File: src/rtl/imem_fetch_ctrl.sv
// ============================================================================
// Module   : imem_fetch_ctrl
// Purpose  : Instruction fetch controller with prefetch FIFO and redirect.
// Revision : 1.0 - initial release
// ============================================================================
`default_nettype none

module imem_fetch_ctrl #(
  parameter logic [31:0] RESET_PC   = 32'h0000_0000,
  parameter int          FIFO_DEPTH = 2
) (
  input  logic        clk,
  input  logic        rst,
  output logic        mem_req,
  output logic [31:0] mem_addr,
  input  logic [31:0] mem_rdata,
  input  logic        redirect_valid,
  input  logic [31:0] redirect_pc,
  output logic        out_valid,
  input  logic        out_ready,
  output logic [31:0] out_instr,
  output logic [31:0] out_pc,
  output logic        fetch_err
);

  localparam int CW = $clog2(FIFO_DEPTH + 1);
  localparam int PW = $clog2(FIFO_DEPTH);

  typedef enum logic [0:0] {
    FETCH = 1'b0,
    ERR   = 1'b1
  } state_e;

  state_e          state_q, state_d;
  logic [31:0]     fetch_pc_q, fetch_pc_d;
  logic [31:0]     issue_pc_q, issue_pc_d;
  logic            inflight_q, inflight_d;
  logic            kill_q, kill_d;
  logic            fetch_err_q, fetch_err_d;
  logic [CW-1:0]   count_q, count_d;
  logic [PW-1:0]   rd_ptr_q, rd_ptr_d;
  logic [PW-1:0]   wr_ptr_q, wr_ptr_d;
  logic [31:0]     pc_mem_q [FIFO_DEPTH];
  logic [31:0]     pc_mem_d [FIFO_DEPTH];
  logic [31:0]     instr_mem_q [FIFO_DEPTH];
  logic [31:0]     instr_mem_d [FIFO_DEPTH];

  logic            push;
  logic            pop;
  logic [CW:0]     used;

  function automatic logic [PW-1:0] next_ptr(input logic [PW-1:0] p);
    if (p == PW'(FIFO_DEPTH - 1)) begin
      next_ptr = '0;
    end else begin
      next_ptr = p + PW'(1);
    end
  endfunction

  assign out_valid = (count_q != '0);
  assign out_instr = out_valid ? instr_mem_q[rd_ptr_q] : 32'h0;
  assign out_pc    = out_valid ? pc_mem_q[rd_ptr_q]    : 32'h0;
  assign fetch_err = fetch_err_q;
  assign mem_addr  = fetch_pc_q;

  always_comb begin
    state_d     = state_q;
    fetch_pc_d  = fetch_pc_q;
    issue_pc_d  = issue_pc_q;
    inflight_d  = 1'b0;
    kill_d      = 1'b0;
    fetch_err_d = fetch_err_q;
    count_d     = count_q;
    rd_ptr_d    = rd_ptr_q;
    wr_ptr_d    = wr_ptr_q;
    pc_mem_d    = pc_mem_q;
    instr_mem_d = instr_mem_q;
    mem_req     = 1'b0;

    pop  = out_valid && out_ready;
    // A slot freed by this cycle's pop is reusable now, sustaining one word per cycle.
    used = {1'b0, count_q} - {{CW{1'b0}}, pop} + {{CW{1'b0}}, inflight_q};
    push = (state_q == FETCH) && inflight_q && !kill_q;

    if ((state_q == FETCH) && !redirect_valid && !rst &&
        (used < (CW+1)'(FIFO_DEPTH))) begin
      mem_req = 1'b1;
    end

    if (mem_req) begin
      inflight_d = 1'b1;
      issue_pc_d = fetch_pc_q;
      fetch_pc_d = fetch_pc_q + 32'd4;
    end

    if (push) begin
      pc_mem_d[wr_ptr_q]    = issue_pc_q;
      instr_mem_d[wr_ptr_q] = mem_rdata;
      wr_ptr_d              = next_ptr(wr_ptr_q);
    end
    if (pop) begin
      rd_ptr_d = next_ptr(rd_ptr_q);
    end
    count_d = count_q + CW'(push) - CW'(pop);

    // Redirect flushes everything, including a response arriving this cycle.
    if (redirect_valid) begin
      kill_d     = 1'b1;
      count_d    = '0;
      rd_ptr_d   = '0;
      wr_ptr_d   = '0;
      fetch_pc_d = redirect_pc;
      if (redirect_pc[1:0] != 2'b00) begin
        state_d     = ERR;
        fetch_err_d = 1'b1;
      end else begin
        state_d     = FETCH;
        fetch_err_d = 1'b0;
      end
    end
  end

  always_ff @(posedge clk) begin
    if (rst) begin
      state_q     <= FETCH;
      fetch_pc_q  <= RESET_PC;
      issue_pc_q  <= RESET_PC;
      inflight_q  <= 1'b0;
      kill_q      <= 1'b0;
      fetch_err_q <= 1'b0;
      count_q     <= '0;
      rd_ptr_q    <= '0;
      wr_ptr_q    <= '0;
    end else begin
      state_q     <= state_d;
      fetch_pc_q  <= fetch_pc_d;
      issue_pc_q  <= issue_pc_d;
      inflight_q  <= inflight_d;
      kill_q      <= kill_d;
      fetch_err_q <= fetch_err_d;
      count_q     <= count_d;
      rd_ptr_q    <= rd_ptr_d;
      wr_ptr_q    <= wr_ptr_d;
    end
  end

  // Payload storage is masked at the outputs while empty, so it needs no reset.
  always_ff @(posedge clk) begin
    pc_mem_q    <= pc_mem_d;
    instr_mem_q <= instr_mem_d;
  end

endmodule

`default_nettype wire

File: config.mk
export PLATFORM = sky130hd
export DESIGN_NAME = imem_fetch_ctrl
export DESIGN_NICKNAME = d
export VERILOG_FILES = /design/src/rtl/imem_fetch_ctrl.sv
export SDC_FILE = /design/constraint.sdc
export NUM_CORES = 1
export LEC_CHECK = 0
export ABC_CLOCK_PERIOD_IN_PS = 13400
export BUFFER_PORTS_ARGS = -buffer_cell sky130_fd_sc_hd__buf_2
export CAP_MARGIN = 20
export CORE_MARGIN = 1
export CORE_UTILIZATION = 57
export DETAILED_ROUTE_END_ITERATION = 12
export GPL_ROUTABILITY_DRIVEN = 0
export PLACE_DENSITY = 0.86
export SYNTH_ARGS = -nofsm -noshare
export SYNTH_HDL_FRONTEND = slang
export SYNTH_SLANG_ARGS = --single-unit
File: constraint.sdc
create_clock -name clk -period 13.4 [get_ports clk]
set_clock_uncertainty 0.2 [all_clocks]
set_input_delay 0 -clock clk [delete_from_list [all_inputs] [get_ports clk]]
set_output_delay 0 -clock clk [all_outputs]
set_load 0.01 [all_outputs]
==> results.md <==
- Status: finished clean
- Total Neg Setup Slack: 0 ns
- #FFs+latches synth: 199
- Most common cell after layout, fill and taps aside: buf_2
- Syn avg cell area: 11.9 sq um
- Worst-Margin Slew: 0.881 ns
- Starting Density: 58.5%
- Layout area overhead: 27.5%
- Min-Delay Path Class: primary input to register
- Mapped cell area: 8150 sq um
- Full die area: 14800 sq um
- Postcts setup bufs: 0
- Vias post-DR: 6094
- Vias in the first global route: 5875
- Area leader, netlist: edfxtp_1
- WP data required: 13.20 ns
- ANT cells: 0
- Share of cells above drive strength 1: 23.7%
- CP arrival: 3.28 ns
- Worst Path Buf+Inv: 3
- Tot GR Track Use: 25.6%
- Compound-cell area share of the yosys netlist: 7.79%
- CTS tree: yes
- Worst Setup End Kind: output pin
- Post-Synth Simple-Gate Area: 14.0%
- CP delay by family, top: buffers and inverters
- Grt ovf: 0
- Largest net degree at the start of global routing: 70
- Pre-CTS setup slack: 10.06 ns
- Final routed DRC violation total: 0
- Async set-reset flop share out of synthesis: 0%
- CTS sink cnt: 199
- Worst vdd ir: 103 uV
- Cts hold-fix bufs: 66
- Max_slew headroom: 41.3%
- Fmax: 287 MHz
- Kind of critical path: register to output pin
- Detailed Route Iter0 Violations: 602
- PwrDens: 125 nW/um^2
- Average wire per standard cell: 16.8 um
- Critical Path, Cell by Cell: nand2_1 > nor2_1 > o21ai_0 > fa_1 > nor4b_4 > nand2_2 > inv_1 > buf_4 > buf_2
- Post-synthesis mux area share: 8.78%
- Worst path max stage delay: 0.51 ns
- FP Rows: 43
- Die X-Extent: 122 um
- Post_cts resized: 0
- Die Y: 122 um
- Initial DRT Pass Iterations: 5
- Largest family of logic cells by synthesized area: simple AND/OR/NAND/NOR gates
- H-tree levels: 4
- Most used DFF post-synth: edfxtp_1
- Xor/xnor share of the synthesized area: 1.50%
- DRT antenna net count: 0
- Post-synth cell types: 50
- Crit Path Max Fanout: 27
- Initial antenna violation count: 0
- Vias/cell: 5.56
- CTS buffer count: 17
- Max-Cap Viols: 0
- Clk root buf: clkbuf_16
- Core box area: 13900 sq um
- Startpoint Class: register
- IO buf count: 166
- IO Pins: 167
- Synth warn: 0
- Fin. Hold Viols: 0
- Synth Area in Adders: 0.552%
- Most frequent cells in the layout: buf_2 (166), edfxtp_1 (128), nand2_1 (87), nor2_1 (82), dfxtp_1 (70)
- Crit share post-route: 26.0%
- CTS Buffer Depth: 2
- Final nets: 975
- Minimum clock period: 3.48 ns
- Post-synth EDFFs: 128
- Seq/Total Area, Yosys: 64.6%
- Area fraction of the dominant cell type after synthesis: 47.1%
- Final setup violation count: 0
- Worst-Skew Late Latency: 0.43 ns
- Largest cells by area after synthesis: edfxtp_1 (47%), dfxtp_1 (17%), mux2i_1 (8.2%)
- First-pass GRT wire length: 28900 um
- Clock-pin slew on the worst setup and hold paths: 0.07 ns
- RSZ-0062 raised after global routing: no
- Synth Instances: 688
- Final Slew Violations: 0
- Post-Syn Nets: 759
- Routed WL: 18400 um
- DP Wirelength: 10500 um
- CP max stage cell: inv_1
- P_leak: 3.88 nW
- Setup ws final: 9.92 ns
kinds of logic after synthesis:
| group | count (synthesis) |
|---|---|
| buffers and inverters | 53 |
| multiplexers | 71 |
| flip-flops | 199 |
| XOR/XNOR | 14 |
| adder cells (fa/ha/maj) | 3 |
| AO/OA/AOI/OAI | 104 |
| AND/OR/NAND/NOR | 244 |
worst register-to-register path, cell delays in order (launching register included):
cell and delay (ns):
dfxtp_1 0.49, nand2_1 0.08, nor2_1 0.17, o21ai_0 0.15
fa_1 0.50, nor4b_4 0.25, nand2_2 0.09, inv_1 0.51
buf_4 0.41, nand2_1 0.13, o21a_1 0.21, a21oi_1 0.11
registers in the layout, indices dropped and copies added, names as in the netlist:
register / flops
instr_mem_q: 64
pc_mem_q: 64
issue_pc_q: 32
mem_addr: 32
count_q: 2
fetch_err: 1
inflight_q: 1
kill_q: 1
rd_ptr_q: 1
wr_ptr_q: 1
through the flow:
step                      total power [mW]  hold slack [ns]  area, sq um  utilization [%]  std cells
after floorplan                      0.741           -0.101         8150                -        688
after global placement               0.774          -0.0124         9090             65.3        998
after detailed placement             0.777         -0.00792         9090             65.3        998
after CTS                             1.31          0.00162        10400             74.4       1096
after global routing                  1.34           0.0392        10400             74.6       1097
final                                 1.30          0.00960        10400             74.6       1097
layer usage:
metal | up-vias | wire [um] | global-route usage (%)
li1 | 2908 | - | -
met1 | 2912 | 7760 | 33.1
met2 | 243 | 9080 | 42.6
met3 | 31 | 1200 | 5.48
met4 | 0 | 345 | 9.26
met5 | - | 0 | 0
cell type report:
class	count	area, sq um
clock inverter	10	98.8
inverter	10	37.5
fill	916	3540
timing repair buffer	240	1570
tap	180	225
sequential	199	5270
multi-input combinational	436	2680
clock buffer	22	518
final timing paths:
kind / endpoint / slack, ns / startpoint / cells after the start
max: mem_req / 9.92 / count_q[1]$_SDFF_PP0_ / 9
min: mem_addr[2]$_SDFFE_PP0P_ / 0.01 / rst / 3
max reg2reg: mem_addr[24]$_SDFFE_PP0P_ / 10.03 / count_q[1]$_SDFF_PP0_ / 11
min reg2reg: pc_mem_q[26]$_DFFE_PP_ / 0.25 / issue_pc_q[26]$_SDFFE_PP0P_ / 0
power by group:
| part | switching (mW) | internal (mW) | leakage, nW | total [mW] |
|---|---|---|---|---|
| Combinational | 0.0524 | 0.0459 | 1.86 | 0.0983 |
| Clock | 0.225 | 0.298 | 0.306 | 0.523 |
| Sequential | 0.0160 | 0.668 | 1.71 | 0.684 |
cell usage after synthesis, drive strengths merged (2+ instances only):
cell,n
nor3b,2
a32oi,3
clkbuf,24
nand3b,3
a21oi,48
buf,19
xor2,2
inv,10
nand2,88
mux2i,67
mux2,4
a31oi,8
nand2b,4
and3,6
a211oi,2
nor3,10
a22oi,12
o22ai,6
and2,4
or3,2
nor2b,12
nor4,4
o21ai,11
a2bb2oi,3
edfxtp,128
nor2,83
nand4,10
dfxtp,71
xnor2,12
nand3,7
o31a,4
and4,6
ha,2
(Power assumes the default switching activity.)
